<file path="src/rtl/fifo_replay_buf.sv">
// fifo_replay_buf
//   Multi-lane line-buffer FIFO holding a sliding window of frames between the
//   input fetch stage and the PE array. Entries stay resident until popped, so
//   the read pointer can be rewound (i_lastpix) and the same data replayed.
//   One 2-port RAM per lane; all control (pointers, count, handshakes) shared.
//
// Ports
//   i_clk, i_rst       clock, asynchronous active-high reset
//   i_write_rdy        write request        -> o_write_ack (accepted this cycle)
//   i_dupWrite         advance end without writing the RAM (data reuse)
//   i_wdata            InsNum lanes of DWd bits, lane i at [i*DWd +: DWd]
//   i_read_rdy         read request         -> o_read_ack (accepted this cycle)
//   o_rdata, o_rvalid  read data, valid one cycle after o_read_ack
//   i_pop              retire the oldest entry (ignored when empty)
//   i_lastpix          rewind the read pointer to the oldest entry
//   o_full, o_empty    occupancy flags decoded from registered count
//
// Optional build macro FIFOREPLAY_OCC_EN
//   Adds o_count (occupancy) and o_unread (entries between read pointer and
//   end) for downstream prefetch throttling. Undefined: neither port exists.
module fifo_replay_buf #(
  parameter int Size   = 12,
  parameter int DWd    = 16,
  parameter int InsNum = 16,
  parameter int AWd    = $clog2(Size),
  parameter int CWd    = $clog2(Size + 1)
) (
  input  logic                  i_clk,
  input  logic                  i_rst,
  input  logic                  i_write_rdy,
  output logic                  o_write_ack,
  input  logic                  i_dupWrite,
  input  logic [InsNum*DWd-1:0] i_wdata,
  input  logic                  i_read_rdy,
  output logic                  o_read_ack,
  output logic [InsNum*DWd-1:0] o_rdata,
  output logic                  o_rvalid,
  input  logic                  i_pop,
  input  logic                  i_lastpix,
  output logic                  o_full,
  output logic                  o_empty
`ifdef FIFOREPLAY_OCC_EN
  ,
  output logic [CWd-1:0]        o_count,
  output logic [CWd-1:0]        o_unread
`endif
);

  logic [AWd-1:0] start_r, end_r, raddr_r;
  logic [CWd-1:0] cnt_r;
  logic           rvalid_r;
  logic           rd_done_r;

  logic           write_ack, read_ack, pop, avail, ptr_ce;
  logic [AWd-1:0] start_inc, end_inc, raddr_inc, raddr_nxt;

  // Wrapping increment; Size need not be a power of two.
  function automatic logic [AWd-1:0] inc(input logic [AWd-1:0] p);
    if (p == AWd'(Size - 1)) return '0;
    return p + AWd'(1);
  endfunction

  assign start_inc = inc(start_r);
  assign end_inc   = inc(end_r);
  assign raddr_inc = inc(raddr_r);

  assign o_full  = (cnt_r == CWd'(Size));
  assign o_empty = (cnt_r == '0);

  // When full, start == end, so raddr == end is ambiguous: it means either
  // "whole window unread" or "whole window already read". rd_done_r tells
  // the two apart.
  assign avail = (raddr_r != end_r) |
                 (o_full & (raddr_r == start_r) & ~rd_done_r);

  // Handshakes are forced low while reset is held so nothing is accepted.
  assign write_ack = ~i_rst & i_write_rdy & ~o_full;
  assign read_ack  = ~i_rst & i_read_rdy & avail;
  assign pop       = ~i_rst & i_pop & ~o_empty;
  assign ptr_ce    = write_ack | read_ack | pop | i_lastpix;

  assign o_write_ack = write_ack;
  assign o_read_ack  = read_ack;
  assign o_rvalid    = rvalid_r;

  // Rewind beats read advance; a pop that retires the entry under raddr
  // drags raddr along so it never points outside the window.
  always_comb begin
    raddr_nxt = raddr_r;
    if (i_lastpix & pop)                   raddr_nxt = start_inc;
    else if (i_lastpix)                    raddr_nxt = start_r;
    else if (read_ack)                     raddr_nxt = raddr_inc;
    else if (pop & (raddr_r == start_r))   raddr_nxt = start_inc;
  end

  always_ff @(posedge i_clk or posedge i_rst) begin
    if (i_rst) begin
      start_r   <= '0;
      end_r     <= '0;
      raddr_r   <= '0;
      cnt_r     <= '0;
      rvalid_r  <= 1'b0;
      rd_done_r <= 1'b0;
    end else begin
      rvalid_r <= read_ack;
      if (ptr_ce) begin
        if (write_ack) end_r   <= end_inc;
        if (pop)       start_r <= start_inc;
        raddr_r <= raddr_nxt;
      end
      cnt_r <= cnt_r + CWd'(write_ack) - CWd'(pop);
      if (i_lastpix | pop | write_ack)
        rd_done_r <= 1'b0;
      else if (read_ack & o_full & (raddr_inc == end_r))
        rd_done_r <= 1'b1;
    end
  end

  // ---- RAM stage: write at end_r, registered read of raddr_r (latency 1) ----
  for (genvar g = 0; g < InsNum; g++) begin : g_lane
    logic [DWd-1:0] mem [Size];
    logic [DWd-1:0] rdata_p1;

    always_ff @(posedge i_clk) begin
      if (write_ack & ~i_dupWrite) mem[end_r] <= i_wdata[g*DWd +: DWd];
      if (read_ack)                rdata_p1  <= mem[raddr_r];
    end

    assign o_rdata[g*DWd +: DWd] = rdata_p1;
  end

`ifdef FIFOREPLAY_OCC_EN
  logic [CWd-1:0] unread;

  always_comb begin
    unread = '0;
    if (raddr_r == end_r)
      unread = (o_full & ~rd_done_r) ? CWd'(Size) : '0;
    else if (end_r > raddr_r)
      unread = CWd'(end_r - raddr_r);
    else
      unread = CWd'(Size) - CWd'(raddr_r) + CWd'(end_r);
  end

  assign o_count  = cnt_r;
  assign o_unread = unread;
`endif

endmodule

</file>
<file path="config.mk">
export PLATFORM = sky130hd
export DESIGN_NAME = fifo_replay_buf
export DESIGN_NICKNAME = d
export VERILOG_FILES = /design/src/rtl/fifo_replay_buf.sv
export SDC_FILE = /design/constraint.sdc
export NUM_CORES = 2
export LEC_CHECK = 0
export BUFFER_PORTS_ARGS = -buffer_cell sky130_fd_sc_hd__buf_2
export CORE_ASPECT_RATIO = 1.4
export CORE_MARGIN = 5
export CORE_UTILIZATION = 45
export CTS_BUF_LIST = sky130_fd_sc_hd__clkbuf_16
export DETAILED_ROUTE_END_ITERATION = 16
export PLACE_DENSITY = 0.69
export SETUP_SLACK_MARGIN = 0.5
export SLEW_MARGIN = 20
export SYNTH_ARGS = -nofsm -noshare
export SYNTH_HDL_FRONTEND = slang
export SYNTH_SLANG_ARGS = --single-unit
</file>
<file path="constraint.sdc">
create_clock -name i_clk -period 9.4 [get_ports i_clk]
set_input_delay 0.94 -clock i_clk [delete_from_list [all_inputs] [get_ports i_clk]]
set_output_delay 0.94 -clock i_clk [all_outputs]
set_load 0.03 [all_outputs]
</file>
==> Word-level counts from Yosys, hierarchy flattened <==
Memories as Yosys holds them, arrays and structs flattened. A register that Yosys moved wholly into a read port is not among the register bits.
Index checks and enable logic that the tools add are counted.
{ "op_classes": {"n_addsub": 5, "n_eq_ne": 7, "n_mux": 17, "bitwise_logic": 24, "n_reduce_logical": 6} }
{ "op_table": {"columns": ["operator", "count"], "rows": [
  ["two-way mux 4 bit", 10],
  ["== test 4 bit (second input constant)", 4],
  ["bitwise AND 1 bit", 13],
  ["adder 4 x 1 -> 4 bit (second input constant)", 3],
  ["== test 4 bit", 2],
  ["two-way mux 1 bit", 7],
  ["OR 1 bit", 6],
  ["AND reduction 2 bit", 3],
  ["inverter 1 bit", 5],
  ["adder 4 x 1 -> 4 bit", 1],
  ["logical NOT 4 bit", 1],
  ["inequality test 4 bit", 1],
  ["nonzero test 4 bit", 1],
  ["subtractor 4 x 1 -> 4 bit", 1],
  ["nonzero test 2 bit", 1]
]} }
{ "totals": {"ff_bits": 18, "ramBits": 3072, "in_bits": 263, "out_inout_bits": 261, "wordCells": 81, "memories": 16} }
{ "memory_table": {"columns": ["name", "depth", "width", "rd", "rd_ports_with_merged_regs", "write_ports", "line_no", "rtl"], "rows": [
  ["g_lane[0].mem", 12, 16, 1, 1, 1, "121", "logic [DWd-1:0] mem [Size];"],
  ["g_lane[10].mem", 12, 16, 1, 1, 1, "121", null],
  ["g_lane[11].mem", 12, 16, 1, 1, 1, "121", null],
  ["g_lane[12].mem", 12, 16, 1, 1, 1, "121", null],
  ["g_lane[13].mem", 12, 16, 1, 1, 1, "121", null],
  ["g_lane[14].mem", 12, 16, 1, 1, 1, "121", null],
  ["+10 memories", null, null, null, null, null, null, null]
]} }

==> Logic depth before layout (Yosys ltp) <==
{ "logic_depth": {"depth_word": 9, "depth_mapped": 11} }

==> Worst setup path after synthesis <==
OpenSTA, ideal clock, no wires.
{ "synth_timing": {"path_kind": "input to register", "from": "input port i_rst", "to": "memory g_lane[0].mem[8][0], enable pin", "setup_ns": 0.649, "arrival_time_ns": 7.669, "t_required_ns": 8.751, "path_slack_ns": 1.082, "path_stages": 4, "path_buffers": 1, "path_cell_list": "or3b_1 buf_2 nor4b_1 and2_1"} }
{ "synth_via": {"elab_chain_len": 6} }
{ "synth_rtl": {"columns": ["item", "line_no", "rtl"], "rows": [
  ["start, declared", "29", "input logic i_rst,"],
  ["inverter 1 bit", "77", "assign write_ack = ~i_rst & i_write_rdy & ~o_full;"],
  ["bitwise AND 1 bit (2 in series)", "77", null],
  ["bitwise AND 1 bit", "125", "if (write_ack & ~i_dupWrite) mem[end_r] <= i_wdata[g*DWd +: DWd];"],
  ["two-way mux 1 bit", "125", null],
  ["two-way mux 1 bit (not written as such)", "125", null],
  ["end, declared", "121", null]
]} }
No other way between the ends.

==> Worst setup path after layout <==
{ "layout_timing": {"from": "register raddr_r[2]", "to": "output port o_read_ack"} }
{ "layout_via": {"elab_chain_len": 5, "word_cells_on_any_way": 6} }
{ "layout_rtl": {"columns": ["item", "line_no", "rtl"], "rows": [
  ["start, declared", "49", "logic [AWd-1:0] start_r, end_r, raddr_r;"],
  ["start signal, assigned", "109", "raddr_r <= raddr_nxt;"],
  ["== test 4 bit", "74", "(o_full & (raddr_r == start_r) & ~rd_done_r);"],
  ["bitwise AND 1 bit (2 in series)", "74", null],
  ["OR 1 bit (*)", "73", "assign avail = (raddr_r != end_r) |"],
  ["bitwise AND 1 bit (*)", "78", "assign read_ack = ~i_rst & i_read_rdy & avail;"],
  ["end, declared", "35", "output logic o_read_ack,"]
]} }
Every way passes the cells marked *; elsewhere a longest branch is shown, timed or not.

==> metrics.csv <==
metric,value,unit
rsz0062_at_grt,false,
synth.distinct_cells,50,
maxCapViolCount,0,
drt_iter0_drc,5268,
h-tree-depth,5,
cp-end-kind,primary output,
synthCells,5275,
rr_endpoint,g_lane[12].rdata_p1[10],
p_sw,0.01080,W
ys_ff_latch,3346,
grtUsageMet3,3.769,%
synth-edff-count,3328,
grt_remaining_overflow,0,
postCtsSetupBuffers,0,
synthArstFlopShare,0.5380,%
ant_nets,0,
crit_path_start,raddr_r[2],
fp.coreArea,0.2771,mm²
max_freq,0.2175,GHz
comb_power_share,23.0,%
drc,0,
grt_start_max_net_pins,132,
hpwl,143100,µm
start_util,45.07,%
final_nets,6215,
cts_resized,0,
die_w,455.2,µm
finClkSkew,0.04975,ns
final_max_slew_viol_count,0,
reg2reg_from,raddr_r[2],
design_area,0.1417,mm²
final_common_cell,edfxtp_1,
synth.yosys.seq_area_share,80.38,%
netlist.area_leader.share,80.02,%
critPathLaunchType,flip-flop,
io_pins,524,
required,8.46,ns
syn_area_per_cell,23.68,µm²
hold_viol_final,0,
syn2layout_area_growth,13.44,%
power.internal,0.02817,W
power_frac_seq,45.9,%
place_area,0.1317,mm²
clk_pin_slew,0.06,ns
wl,275900,µm
clk_latency,0.87,ns
hold_path_class,in -> async,
total_leakage_power,45.69,nW
die_y,633.3,µm
clkSinkCount,3346,
rrSetupSlack,4.84,ns
fin_crit,4.598,ns
gr-usage-met1,25.59,%
io_buffers,523,
cts_tree,done,
hold_buffers,0,
routedWlPerCell,27.78,µm
num_vias,56210,
peakVddDrop,0.2212,mV
fin_crit_sh,48.92,%
cts_buffers,318,
final_cell_mix,"edfxtp_1 (3328), mux4_2 (768), buf_2 (523), clkbuf_16 (323), nand2_1 (264)",
maxSlewHeadroom,23.42,%
busiest_layer,met2,
worstSetupPathType,reg -> out,
use_met2,31.04,%
worst_slew_pin_slew,1.149,ns
path_max_fanout,34,
syn_area,0.1249,mm²
r2r_cells,6,
yosysTopAreaCell,edfxtp_1,
p_sw_share,27.72,%
synth-main-ff-cell,edfxtp_1,
grt_pass1_vias,58750,
cts_max_path_buffers,4,
outcome,"complete, no violations",
layout-drive-gt1-share,29.64,%
grt_pass1_wl,402300,µm
grt_usage,18.99,%
ys_warn_count,0,
synth.top_cells.by_area,"edfxtp_1 (80%), mux4_2 (14%), mux2i_1 (2.1%)",
avgViaCountPerCell,5.660,
place.gp.congestion,0.7437,
arrival,3.66,ns
fin_tns_setup,0,ns
cts-root-buf,clkbuf_16,
antenna_found_initial,105,
setup_violations,0,
first_pass_iters,8,
clkPwrFrac,31.2,%
rows,229,
die_area,0.2883,mm²
powerDensity,275.1,mW/mm²
synth_nets,5551,
==> through the flow <==
step	total power, W	std cells	hold slack, ns	worst slack [ns]	utilization, %
floorplan	0.02500	5275	0.5359	1.082	-
global placement	0.02720	9314	0.5739	4.789	47.54
detailed placement	0.02729	9314	0.6303	4.621	47.54
CTS	0.03943	9883	0.1710	4.673	51.08
global route	0.04064	9902	0.2541	4.424	51.10
finish	0.03897	9931	0.2362	4.802	51.13
==> worst max path at each step <==
stage,depth (start not counted),end,slack [ns]
final,5,o_read_ack,4.80
after global routing,6,g_lane[1].rdata_p1[3],4.42
after CTS,5,o_read_ack,4.67
after detailed placement,6,g_lane[10].mem[10][3],4.62
after global placement,6,g_lane[14].rdata_p1[12],4.79
after floorplan,4,g_lane[0].mem[8][0],1.08
==> cell type report <==
class | count | area (µm²)
sequential | 3346 | 100400
clock buffer | 323 | 8083
clock inverter | 246 | 1725
tap | 3696 | 4624
inverter | 16 | 67.56
multi-input combinational | 1649 | 23030
antenna | 47 | 117.6
fill | 21370 | 135400
timing repair buffer | 608 | 3613
==> state kept, by name (all words and copies together), names as in the netlist <==
name             flops
g_lane.mem        3072
raddr_r              4
g_lane.rdata_p1    256
end_r                4
o_rvalid             1
start_r              4
cnt_r                4
rd_done_r            1
==> cells in the mapped netlist (4+ instances only) <==
master / count
dfrtp_1: 18
xor2_1: 5
mux4_2: 768
inv_1: 15
nor2_1: 7
edfxtp_1: 3328
xnor2_1: 8
nand2b_1: 4
ha_1: 12
a31oi_1: 5
buf_6: 12
o21ai_1: 15
and2_1: 13
o21ai_0: 247
nand2_1: 264
clkbuf_1: 57
buf_1: 13
buf_2: 127
buf_4: 55
a21oi_1: 5
mux2i_1: 261
==> power groups by stage <==
stage | clock network [W] | registers [W] | logic [W]
5_1_grt | 0.0130 | 0.0179 | 0.00970
6_report | 0.0122 | 0.0179 | 0.00894
3_3_place_gp | 0 | 0.0182 | 0.00902
2_1_floorplan | 0 | 0.0186 | 0.00638
3_5_place_dp | 0 | 0.0182 | 0.00909
4_1_cts | 0.0124 | 0.0179 | 0.00912
==> routing by layer <==
| metal | wire length, µm | part of all wire, % |
|---|---|---|
| met1 | 109200 | 40 |
| met2 | 137000 | 50 |
| met3 | 19700 | 7.1 |
| met4 | 9631 | 3.5 |
| met5 | 333 | 0.12 |
==> critical path, stage by stage, from the launching register on <==
cell and delay (ns):
dfrtp_4 0.70, buf_4 0.77, xnor2_1 0.17, a41oi_1 0.26, a31o_4 0.52, buf_2 0.32
==> cells by family (layout without fill, tap and decap cells) <==
group / after synthesis / count (layout) / synth area share, %
flip-flops: 3346 / 3346 / 80.38
multiplexers: 1032 / 1032 / 15.97
AND/OR/NAND/NOR: 305 / 305 / 1.023
AO/OA/AOI/OAI: 286 / 286 / 1.189
buffers and inverters: 280 / 1193 / 1.206
adder cells (fa/ha/maj): 13 / 13 / 0.1363
XOR/XNOR: 13 / 13 / 0.09117
other: 0 / 47 / 0
Note: power is estimated with default switching activity, not from simulation.
